[src/rtl/quad_encoder_gen.sv]
// quad_encoder_gen
// Quadrature-encoder signal generator. Emits Gray-coded A/B phases, a
// once-per-revolution index Z and a signed position count. Motion comes
// either from the continuous direction levels (horario / antihorario) or
// from a burst command that emits an exact number of steps. The step rate
// is set by a prescaler that fires once every period_eff clock cycles.
//
// Ports:
//   clk, rst          rising-edge clock, synchronous active-high reset
//   period            clock cycles per quadrature step (0 behaves as 1)
//   horario           continuous clockwise request (level)
//   antihorario       continuous counter-clockwise request (level)
//   cmd_valid/ready   burst command handshake (ready = state is IDLE)
//   cmd_dir           burst direction, 0 = clockwise, 1 = counter-clockwise
//   cmd_steps         number of quadrature steps in the burst
//   A, B              quadrature phases (registered)
//   Z                 index, high while the revolution counter is zero
//   position          signed step count, wraps modulo 2^POS_W
//   busy              high while continuous or burst motion is active
//   done              one-cycle pulse when a burst completes
module quad_encoder_gen #(
  parameter int DIV_W = 16,
  parameter int POS_W = 16,
  parameter int CNT_W = 16,
  parameter int CPR   = 400
) (
  input  logic             clk,
  input  logic             rst,
  input  logic [DIV_W-1:0] period,
  input  logic             horario,
  input  logic             antihorario,
  input  logic             cmd_valid,
  output logic             cmd_ready,
  input  logic             cmd_dir,
  input  logic [CNT_W-1:0] cmd_steps,
  output logic             A,
  output logic             B,
  output logic             Z,
  output logic [POS_W-1:0] position,
  output logic             busy,
  output logic             done
);

  localparam int REV_W = $clog2(CPR);
  localparam logic [REV_W-1:0] REV_LAST = REV_W'(CPR - 1);
  localparam logic [REV_W-1:0] REV_ZERO = {REV_W{1'b0}};
  localparam logic [DIV_W-1:0] DIV_ZERO = {DIV_W{1'b0}};
  localparam logic [DIV_W-1:0] DIV_ONE  = DIV_W'(1'b1);
  localparam logic [CNT_W-1:0] CNT_ZERO = {CNT_W{1'b0}};
  localparam logic [CNT_W-1:0] CNT_ONE  = CNT_W'(1'b1);
  localparam logic [POS_W-1:0] POS_ONE  = POS_W'(1'b1);

  localparam logic [1:0] ST_IDLE  = 2'd0;
  localparam logic [1:0] ST_CONT  = 2'd1;
  localparam logic [1:0] ST_BURST = 2'd2;

  // Next {A,B} for one quadrature step. Clockwise walks 00->10->11->01,
  // counter-clockwise walks the same ring backwards.
  function automatic logic [1:0] phase_next(input logic [1:0] ab, input logic ccw);
    logic [1:0] nx;
    if (ccw) begin
      nx = {ab[0], ~ab[1]};
    end else begin
      nx = {~ab[0], ab[1]};
    end
    return nx;
  endfunction

  logic [1:0]       state_r, state_nx_s;
  logic [DIV_W-1:0] period_eff_r, period_eff_nx_s;
  logic [DIV_W-1:0] div_cnt_r, div_cnt_nx_s;
  logic [CNT_W-1:0] remaining_r, remaining_nx_s;
  logic             burst_dir_r, burst_dir_nx_s;
  logic             a_r, b_r, z_r, done_r;
  logic [POS_W-1:0] position_r;
  logic [REV_W-1:0] rev_cnt_r, rev_cnt_nx_s;
  logic [1:0]       ab_nx_s;
  logic [POS_W-1:0] position_nx_s;
  logic             z_nx_s, done_nx_s;
  logic             step_s, step_ccw_s;
  logic [DIV_W-1:0] period_in_eff_s;
  logic             tick_s;

  assign period_in_eff_s = (period == DIV_ZERO) ? DIV_ONE : period;
  assign tick_s          = (div_cnt_r == (period_eff_r - DIV_ONE));

  // Mode control: command acceptance, prescaler and burst bookkeeping.
  always_comb begin
    state_nx_s      = state_r;
    period_eff_nx_s = period_eff_r;
    div_cnt_nx_s    = div_cnt_r;
    remaining_nx_s  = remaining_r;
    burst_dir_nx_s  = burst_dir_r;
    done_nx_s       = 1'b0;
    step_s          = 1'b0;
    step_ccw_s      = 1'b0;
    case (state_r)
      ST_IDLE: begin
        if (cmd_valid) begin
          period_eff_nx_s = period_in_eff_s;
          burst_dir_nx_s  = cmd_dir;
          remaining_nx_s  = cmd_steps;
          div_cnt_nx_s    = DIV_ZERO;
          // A zero-length burst completes on the accept edge itself.
          if (cmd_steps == CNT_ZERO) begin
            done_nx_s = 1'b1;
          end else begin
            state_nx_s = ST_BURST;
          end
        end else if (horario ^ antihorario) begin
          state_nx_s      = ST_CONT;
          period_eff_nx_s = period_in_eff_s;
          div_cnt_nx_s    = DIV_ZERO;
        end else begin
          state_nx_s = ST_IDLE;
        end
      end
      ST_CONT: begin
        // Conflicting or released inputs stop motion without a step.
        if (horario == antihorario) begin
          state_nx_s   = ST_IDLE;
          div_cnt_nx_s = DIV_ZERO;
        end else if (tick_s) begin
          step_s       = 1'b1;
          step_ccw_s   = antihorario;
          div_cnt_nx_s = DIV_ZERO;
        end else begin
          div_cnt_nx_s = div_cnt_r + DIV_ONE;
        end
      end
      ST_BURST: begin
        if (tick_s) begin
          step_s         = 1'b1;
          step_ccw_s     = burst_dir_r;
          div_cnt_nx_s   = DIV_ZERO;
          remaining_nx_s = remaining_r - CNT_ONE;
          if (remaining_r == CNT_ONE) begin
            state_nx_s = ST_IDLE;
            done_nx_s  = 1'b1;
          end else begin
            state_nx_s = ST_BURST;
          end
        end else begin
          div_cnt_nx_s = div_cnt_r + DIV_ONE;
        end
      end
      default: begin
        state_nx_s   = ST_IDLE;
        div_cnt_nx_s = DIV_ZERO;
      end
    endcase
  end

  // Step side effects: phase, position, revolution counter and index.
  always_comb begin
    ab_nx_s       = {a_r, b_r};
    position_nx_s = position_r;
    rev_cnt_nx_s  = rev_cnt_r;
    z_nx_s        = z_r;
    if (step_s) begin
      ab_nx_s = phase_next({a_r, b_r}, step_ccw_s);
      if (step_ccw_s) begin
        position_nx_s = position_r - POS_ONE;
        rev_cnt_nx_s  = (rev_cnt_r == REV_ZERO) ? REV_LAST : (rev_cnt_r - REV_W'(1'b1));
      end else begin
        position_nx_s = position_r + POS_ONE;
        rev_cnt_nx_s  = (rev_cnt_r == REV_LAST) ? REV_ZERO : (rev_cnt_r + REV_W'(1'b1));
      end
      z_nx_s = (rev_cnt_nx_s == REV_ZERO);
    end else begin
      z_nx_s = z_r;
    end
  end

  // State and output registers with synchronous reset.
  always_ff @(posedge clk) begin
    if (rst) begin
      state_r      <= ST_IDLE;
      period_eff_r <= DIV_ONE;
      div_cnt_r    <= DIV_ZERO;
      remaining_r  <= CNT_ZERO;
      burst_dir_r  <= 1'b0;
      a_r          <= 1'b0;
      b_r          <= 1'b0;
      z_r          <= 1'b1;
      position_r   <= {POS_W{1'b0}};
      rev_cnt_r    <= REV_ZERO;
      done_r       <= 1'b0;
    end else begin
      state_r      <= state_nx_s;
      period_eff_r <= period_eff_nx_s;
      div_cnt_r    <= div_cnt_nx_s;
      remaining_r  <= remaining_nx_s;
      burst_dir_r  <= burst_dir_nx_s;
      a_r          <= ab_nx_s[1];
      b_r          <= ab_nx_s[0];
      z_r          <= z_nx_s;
      position_r   <= position_nx_s;
      rev_cnt_r    <= rev_cnt_nx_s;
      done_r       <= done_nx_s;
    end
  end

  assign cmd_ready = (state_r == ST_IDLE);
  assign busy      = (state_r != ST_IDLE);
  assign A         = a_r;
  assign B         = b_r;
  assign Z         = z_r;
  assign position  = position_r;
  assign done      = done_r;

endmodule

[config.mk]
export PLATFORM = sky130hd
export DESIGN_NAME = quad_encoder_gen
export DESIGN_NICKNAME = d
export VERILOG_FILES = /design/src/rtl/quad_encoder_gen.sv
export SDC_FILE = /design/constraint.sdc
export NUM_CORES = 1
export LEC_CHECK = 0
export CAP_MARGIN = 20
export CORE_MARGIN = 2
export CORE_UTILIZATION = 45
export DETAILED_ROUTE_END_ITERATION = 8
export PLACE_DENSITY = 0.73
export SLEW_MARGIN = 20
export SYNTH_ARGS = -nofsm -noshare
export SYNTH_HDL_FRONTEND = slang
export SYNTH_SLANG_ARGS = --single-unit
[constraint.sdc]
create_clock -name clk -period 5.5 [get_ports clk]
set_input_delay 1.375 -clock clk [delete_from_list [all_inputs] [get_ports clk]]
set_output_delay 1.375 -clock clk [all_outputs]
set_load 0.005 [all_outputs]
==> out/metrics.csv, run 1 <==
metric;value;unit
status;finished, violations left;
violated checks;DRC;
initial core utilization;0.466;
reg-to-reg endpoint;position[15];
period utilization;0.946;
CTS tree;yes;
clock tree buffer depth;2;
share of layout cells above drive strength 1;0.0791;
first-pass iteration count of the detailed router;7;
Comb pwr share;0.409;
hpwl dp;10300;um
Vias;5353;
Routed Antenna Nets;0;
Cells after DPL;897;
CTS Hold Bufs;0;
core footprint;0.0115;mm2
register area share after synthesis;0.298;
worst endpoint required time;5.72;ns
final hold vios;0;
ant diodes;0;
total power;2.32;mW
post-synthesis mux area share;0.0200;
slew margin rel.;0.277;
FF+latch count, synth;80;
FF-to-FF Start;period_eff_r[0];
number of synthesized flops with an enable pin;0;
final setup vio count;0;
startpoint types;flop;
Layout Cells excl Fill;914;
Worst Setup EP;position[15];
I/O pin count;60;
Die ar.;0.0128;mm2
row cnt;39;
Final Max Tran Viols;0;
Hold Crit Depth;2;
Layout area overhead;20.0;%
final setup TNS;0;ns
first-pass GRT wire length;24400;um
Setup WS post-layout;0.297;ns
Max FO, Critical Path;6;
synthesized area per cell;7.48;um2
Simple-Gate Fraction of Synth Area;0.294;
vias in the first global route;5057;
Pleak;2.41;nW
adder-cell area share of the yosys netlist;0.0573;
net count after synthesis;780;
warnings from Yosys;0;
Die W;113;um
CTS sink cnt;80;
internal reg-to-reg setup slack;0.30;ns
critical path class;reg2reg;
switching pwr;904;uW
worst slack, placed;-0.000789;ns
GR Overflow Total;0;
PD cells;360;mW/mm2
Synth Area in XOR/XNOR;0.0865;
minimum clock period;5.20;ns
H-Tree Depth;3;
largest family of logic cells by synthesized area;simple AND/OR/NAND/NOR gates;
Clock Power Share;0.261;
predominant post-synthesis flop cell;dfxtp_1;
skew final;0.00651;ns
cell area after layout;0.00644;mm2
Max-Cap Viols;0;
WL final;14400;um
number of remaining DRC errors;5;
total global-route track usage;0.230;
cell area after synthesis;0.00537;mm2
largest net degree at the start of global routing;38;
share of flip-flops with an asynchronous set or reset;0;
reg2reg path depth;22;
Via-to-Cell Ratio;5.86;
final core occ;0.560;
final net count;828;
internal power;1.42;mW
die span in y;113;um
clock latency on the worst-skew pair;0.35;ns
worst vdd ir;0.278;mV
Worst-Margin Slew;1.08;ns
initial antenna violation count;0;
CP Launch Point;period_eff_r[0];
Max Clk Rate;192;MHz
routability cong.;0.964;
Netlist cell types;66;
Synth Instances;718;
Hold Slack;0.474;ns
Flop pwr share;0.330;
initial DRC count;291;
area post-placement;0.00607;mm2
Crit path arrival time;5.43;ns
Reg clk slew, reported paths;0.06;ns
DR WL/cell;15.8;um
Sw Ratio;0.389;
Num CTS Buffers;9;
I/O Buffers;59;
Setup crit end kind;flop;
post-synthesis compound-gate area fraction;0.199;
worst hold path class;reg2reg;
root buf cell;clkbuf_16;
## worst max-delay path, stage by stage (launching register included)
cell and delay (ns):
dfxtp_1 0.37, inv_1 0.08, ha_2 0.22, or4b_2 0.67
mux2i_1 0.16, nor4bb_2 0.37, or2_2 0.17, inv_1 0.07
or4_1 0.55, nor2_2 0.13, inv_1 0.09, nor2_4 0.16
ha_1 0.25, a21o_1 0.19, a21oi_2 0.16, o21ai_0 0.15
o31ai_2 0.39, o211ai_1 0.17, a311oi_2 0.32, xnor2_1 0.14
nand2_1 0.08, xor2_1 0.13, nor2_1 0.05
## final cells by class
type                            instances  area, um2
Fill cell                            1058       5070
Multi-Input combinational cell        580       3590
Sequential cell                        80       1600
Timing Repair Buffer                   72        683
Clock buffer                           11        243
Tap cell                              143        179
Inverter                               23       86.3
Clock inverter                          5       56.3
## cells in the final DEF, fill, tap and decap left out, drive strengths merged, types with 5 or more instances in the layout
cell           synthesis  final
inv                   23     23
nand2                117    117
a22oi                  6      6
nor2                  74     74
a21oi                 61     61
and3                  11     11
nand3                 22     22
a211oi                14     14
nor3                  18     18
nor2b                  5      5
or3                   12     12
dfxtp                 80     80
o211ai                 7      7
clkdlybuf4s50          0     58
o21ai                 31     31
nor4                  11     11
and2                   6      6
or4                    8      8
nand2b                 5      5
clkbuf                28     11
buf                    7     14
xor2                  24     24
ha                    23     23
nand4                 11     11
mux2i                  7      7
or2                   11     11
o22ai                 12     12
xnor2                 29     29
## Yosys cell counts (all sizes together) (2+ instances only)
cell | n | share of area
o21a | 2 | 0.0028
and2 | 6 | 0.0070
nor2b | 5 | 0.0058
xnor2 | 29 | 0.047
a31oi | 3 | 0.0035
or2 | 11 | 0.013
a311oi | 2 | 0.0033
a2111o | 4 | 0.0084
and3 | 11 | 0.013
o21ai | 31 | 0.029
inv | 23 | 0.016
nor2 | 74 | 0.052
nand3b | 3 | 0.0042
a21oi | 61 | 0.057
dfxtp | 80 | 0.30
o22ai | 12 | 0.015
o211ai | 7 | 0.0098
a211oi | 14 | 0.020
nand4 | 11 | 0.013
o32ai | 2 | 0.0033
nand3 | 22 | 0.021
clkbuf | 28 | 0.020
nor3 | 18 | 0.017
nand2 | 117 | 0.082
mux2i | 7 | 0.013
o2bb2ai | 3 | 0.0049
o21bai | 2 | 0.0028
a211o | 3 | 0.0049
and4 | 2 | 0.0033
o31ai | 4 | 0.0056
nor4b | 3 | 0.0061
a21o | 4 | 0.0056
buf | 7 | 0.0093
nor4 | 11 | 0.016
nand2b | 5 | 0.0058
or3 | 12 | 0.015
or4 | 8 | 0.012
xor2 | 24 | 0.039
ha | 23 | 0.054
or3b | 2 | 0.0033
a22oi | 6 | 0.0084
## logic make-up after synthesis
group | Yosys count
and+or+nand+nor | 325
AOI/OAI and AO/OA | 169
DFF | 80
buffers and inverters | 58
xor gates and xnor gates | 53
adders and majority gates | 24
muxes | 9
## power by group through the flow
stage          logic (mW)  registers, mW  clock network (mW)
5_1_grt              1.06          0.779               0.641
4_1_cts             0.920          0.762               0.619
2_1_floorplan       0.686          0.745                   0
6_report            0.951          0.766               0.606
3_3_place_gp        0.894          0.766                   0
3_5_place_dp        0.911          0.773                   0
## registers in the layout, summed over array words and instances (netlist names), 2 cells and up
register	count
div_cnt_r	16
period_eff_r	16
position	16
remaining_r	16
rev_cnt_r	9
state_r	2
## layer usage
layer	up-vias	GRT usage	share of wire
li1	2644	-	-
met1	2545	0.306	0.46
met2	137	0.372	0.47
met3	27	0.0466	0.056
met4	0	0.0772	0.021
met5	-	0	0
## repair_timing
item                       4_1_cts  5_1_grt
buffers inserted                 0        1
setup endpoints to repair        1        8
resized for setup                1       12
pin swaps                        0        3
hold endpoints to repair         0        0
## how the worst min path moves through the flow
stage                     slack [ns]        startpoint          endpoint
after floorplan                 0.44       burst_dir_r       burst_dir_r
after global placement          0.46  period_eff_r[15]  period_eff_r[15]
after detailed placement        0.47       position[7]       position[7]
after CTS                       0.48       burst_dir_r       burst_dir_r
after global routing            0.50      position[11]      position[11]
final                           0.47       burst_dir_r       burst_dir_r
Note: power is estimated with default switching activity, not from simulation.
==> run 2, diff against run 1 <==
Settings changed: ABC_AREA from default to 1, PLACE_DENSITY 0.73 to 0.72.
==> out/metrics.csv, run 2 <==
metric;value;unit
worst endpoint required time;5.73;ns
net count after synthesis;923;
final hold vios;0;
register area share after synthesis;0.287;
Layout Cells excl Fill;1085;
final setup TNS;0;ns
slew margin rel.;0.517;
startpoint types;flop;
warnings from Yosys;0;
share of layout cells above drive strength 1;0.0480;
Max FO, Critical Path;11;
Max Clk Rate;223;MHz
first-pass iteration count of the detailed router;5;
hpwl dp;10500;um
Setup crit end kind;flop;
final net count;974;
critical path class;reg2reg;
I/O Buffers;59;
area post-placement;0.00631;mm2
RSZ-0062 raised after global routing;false;
predominant post-synthesis flop cell;dfxtp_1;
CP Launch Point;period_eff_r[0];
final core occ;0.551;
Final Max Tran Viols;0;
Num CTS Buffers;9;
largest net degree at the start of global routing;51;
final setup vio count;0;
most frequent cells in the layout;nand2_1 (176), inv_1 (107), nor2_1 (93);
Routed Antenna Nets;0;
Worst-Margin Slew;0.722;ns
root buf cell;clkbuf_16;
first-pass GRT wire length;23900;um
Setup WS post-layout;1.02;ns
GR Overflow Total;0;
share of the synthesized area in the top cell type;0.287;
CTS Hold Bufs;0;
clock latency on the worst-skew pair;0.34;ns
Netlist cell types;43;
total power;2.57;mW
initial antenna violation count;0;
Layout area overhead;19.3;%
number of remaining DRC errors;0;
Vias;5613;
DR WL/cell;13.1;um
cell area after synthesis;0.00557;mm2
H-Tree Depth;3;
Max-Cap Viols;0;
Cells after DPL;1069;
minimum clock period;4.48;ns
skew final;0.00658;ns
FF-to-FF Start;period_eff_r[0];
die span in y;115;um
initial core utilization;0.462;
Reg clk slew, reported paths;0.06;ns
number of synthesized flops with an enable pin;0;
worst slack, placed;0.715;ns
routability cong.;0.952;
WL final;14200;um
reg-to-reg endpoint;position[15];
cell area after layout;0.00665;mm2
initial DRC count;333;
postcts setup bufs;0;
clock tree buffer depth;2;
CTS sink cnt;80;
internal reg-to-reg setup slack;1.02;ns
Synth area leaders;dfxtp_1 (29%), nand2_1 (12%), inv_1 (7.2%);
PD cells;387;mW/mm2
Die ar.;0.0133;mm2
FF+latch count, synth;80;
Die W;115;um
ant diodes;0;
worst hold path class;reg2reg;
Fill cells;1190;
reg2reg path depth;25;
post-CTS sizing;0;
Worst Setup EP;position[15];
row cnt;40;
Via-to-Cell Ratio;5.17;
top-count cell post-synth;nand2_1;
synth cell count leaders;nand2_1 (176), inv_1 (107), nor2_1 (93);
CTS tree;yes;
worst vdd ir;0.223;mV
vias in the first global route;5013;
Hold Slack;0.471;ns
status;finished, final reports clean;
share of flip-flops with an asynchronous set or reset;0;
Synth Instances;861;
I/O pin count;60;
Pleak;3.04;nW
total global-route track usage;0.223;
synthesized area per cell;6.47;um2
core footprint;0.0121;mm2
commonest non-fill, non-tap cell in the layout;nand2_1;
period utilization;0.815;
Crit path arrival time;4.71;ns
Yosys top cell by area;dfxtp_1;
-- run 2: cell types whose count changed after synthesis, moves of 11 or more --
cell      change
inv_1        +84
a211oi_1     -13
clkbuf_1     -12
and3_1       -11
nand2_1      +59
a21oi_1      +12
nand3_1      +39
nor2_1       +19
nand4_1      +11
o21ai_0      +46
-- run 2: cells by family (layout without fill, tap and decap cells) --
kind of cell / count (synthesis) / after routing / synth area share
buf+inv: 134 / 190 / 0.0923
compound gates: 174 / 174 / 0.165
simple gates: 405 / 405 / 0.331
flops: 80 / 80 / 0.287
xor+xnor: 44 / 44 / 0.0692
fa+ha+maj: 24 / 24 / 0.0552
-- run 2: worst min-delay path by stage --
stage	slack (ns)	endpoint	from	cells past startpoint
3_5_place_dp	0.46	Z	Z	2
4_1_cts	0.47	Z	Z	2
5_1_grt	0.50	Z	Z	2
3_3_place_gp	0.45	Z	Z	2
2_1_floorplan	0.44	div_cnt_r[15]	div_cnt_r[15]	1
6_report	0.47	Z	Z	2
-- run 2: layout make-up --
class                      count  area (um2)  share of cell area
multi-input combinational    647        3470               0.522
sequential                    80        1600               0.241
timing repair buffer          63         621              0.0933
inverter                     111         417              0.0627
clock buffer                  10         239              0.0359
tap                          168         210              0.0316
clock inverter                 6        92.6              0.0139
-- run 2: report_power, final --
part / switching (mW) / total (mW) / internal [mW]
sequential: 0.108 / 0.794 / 0.685
clock: 0.257 / 0.669 / 0.412
combinational: 0.721 / 1.11 / 0.388
total: 1.09 / 2.57 / 1.49
-- run 2: critical path: stages, from the launching register on --
cell      delay [ns]
dfxtp_1         0.33
inv_1           0.13
ha_1            0.36
nand2_4         0.13
nor2_8          0.16
nand2_2         0.05
nand2_1         0.11
nand3_1         0.09
nor2_1          0.08
nand2_1         0.06
nor2_2          0.21
nand4_1         0.20
a21boi_2        0.38
buf_4           0.26
ha_1            0.30
a21o_1          0.18
a21oi_1         0.18
o21ai_0         0.15
a21boi_0        0.29
o21ai_0         0.21
nand4_1         0.13
nand2_1         0.06
nand2_1         0.10
nand4_1         0.09
nand2_1         0.08
nor2_1          0.05
-- run 2: per-layer routing --
| layer | global-route usage | up-vias | share of wire |
|---|---|---|---|
| li1 | - | 2943 | - |
| met1 | 0.303 | 2548 | 0.49 |
| met2 | 0.360 | 105 | 0.46 |
| met3 | 0.0427 | 17 | 0.034 |
| met4 | 0.0667 | 0 | 0.016 |
| met5 | 0 | - | 0 |
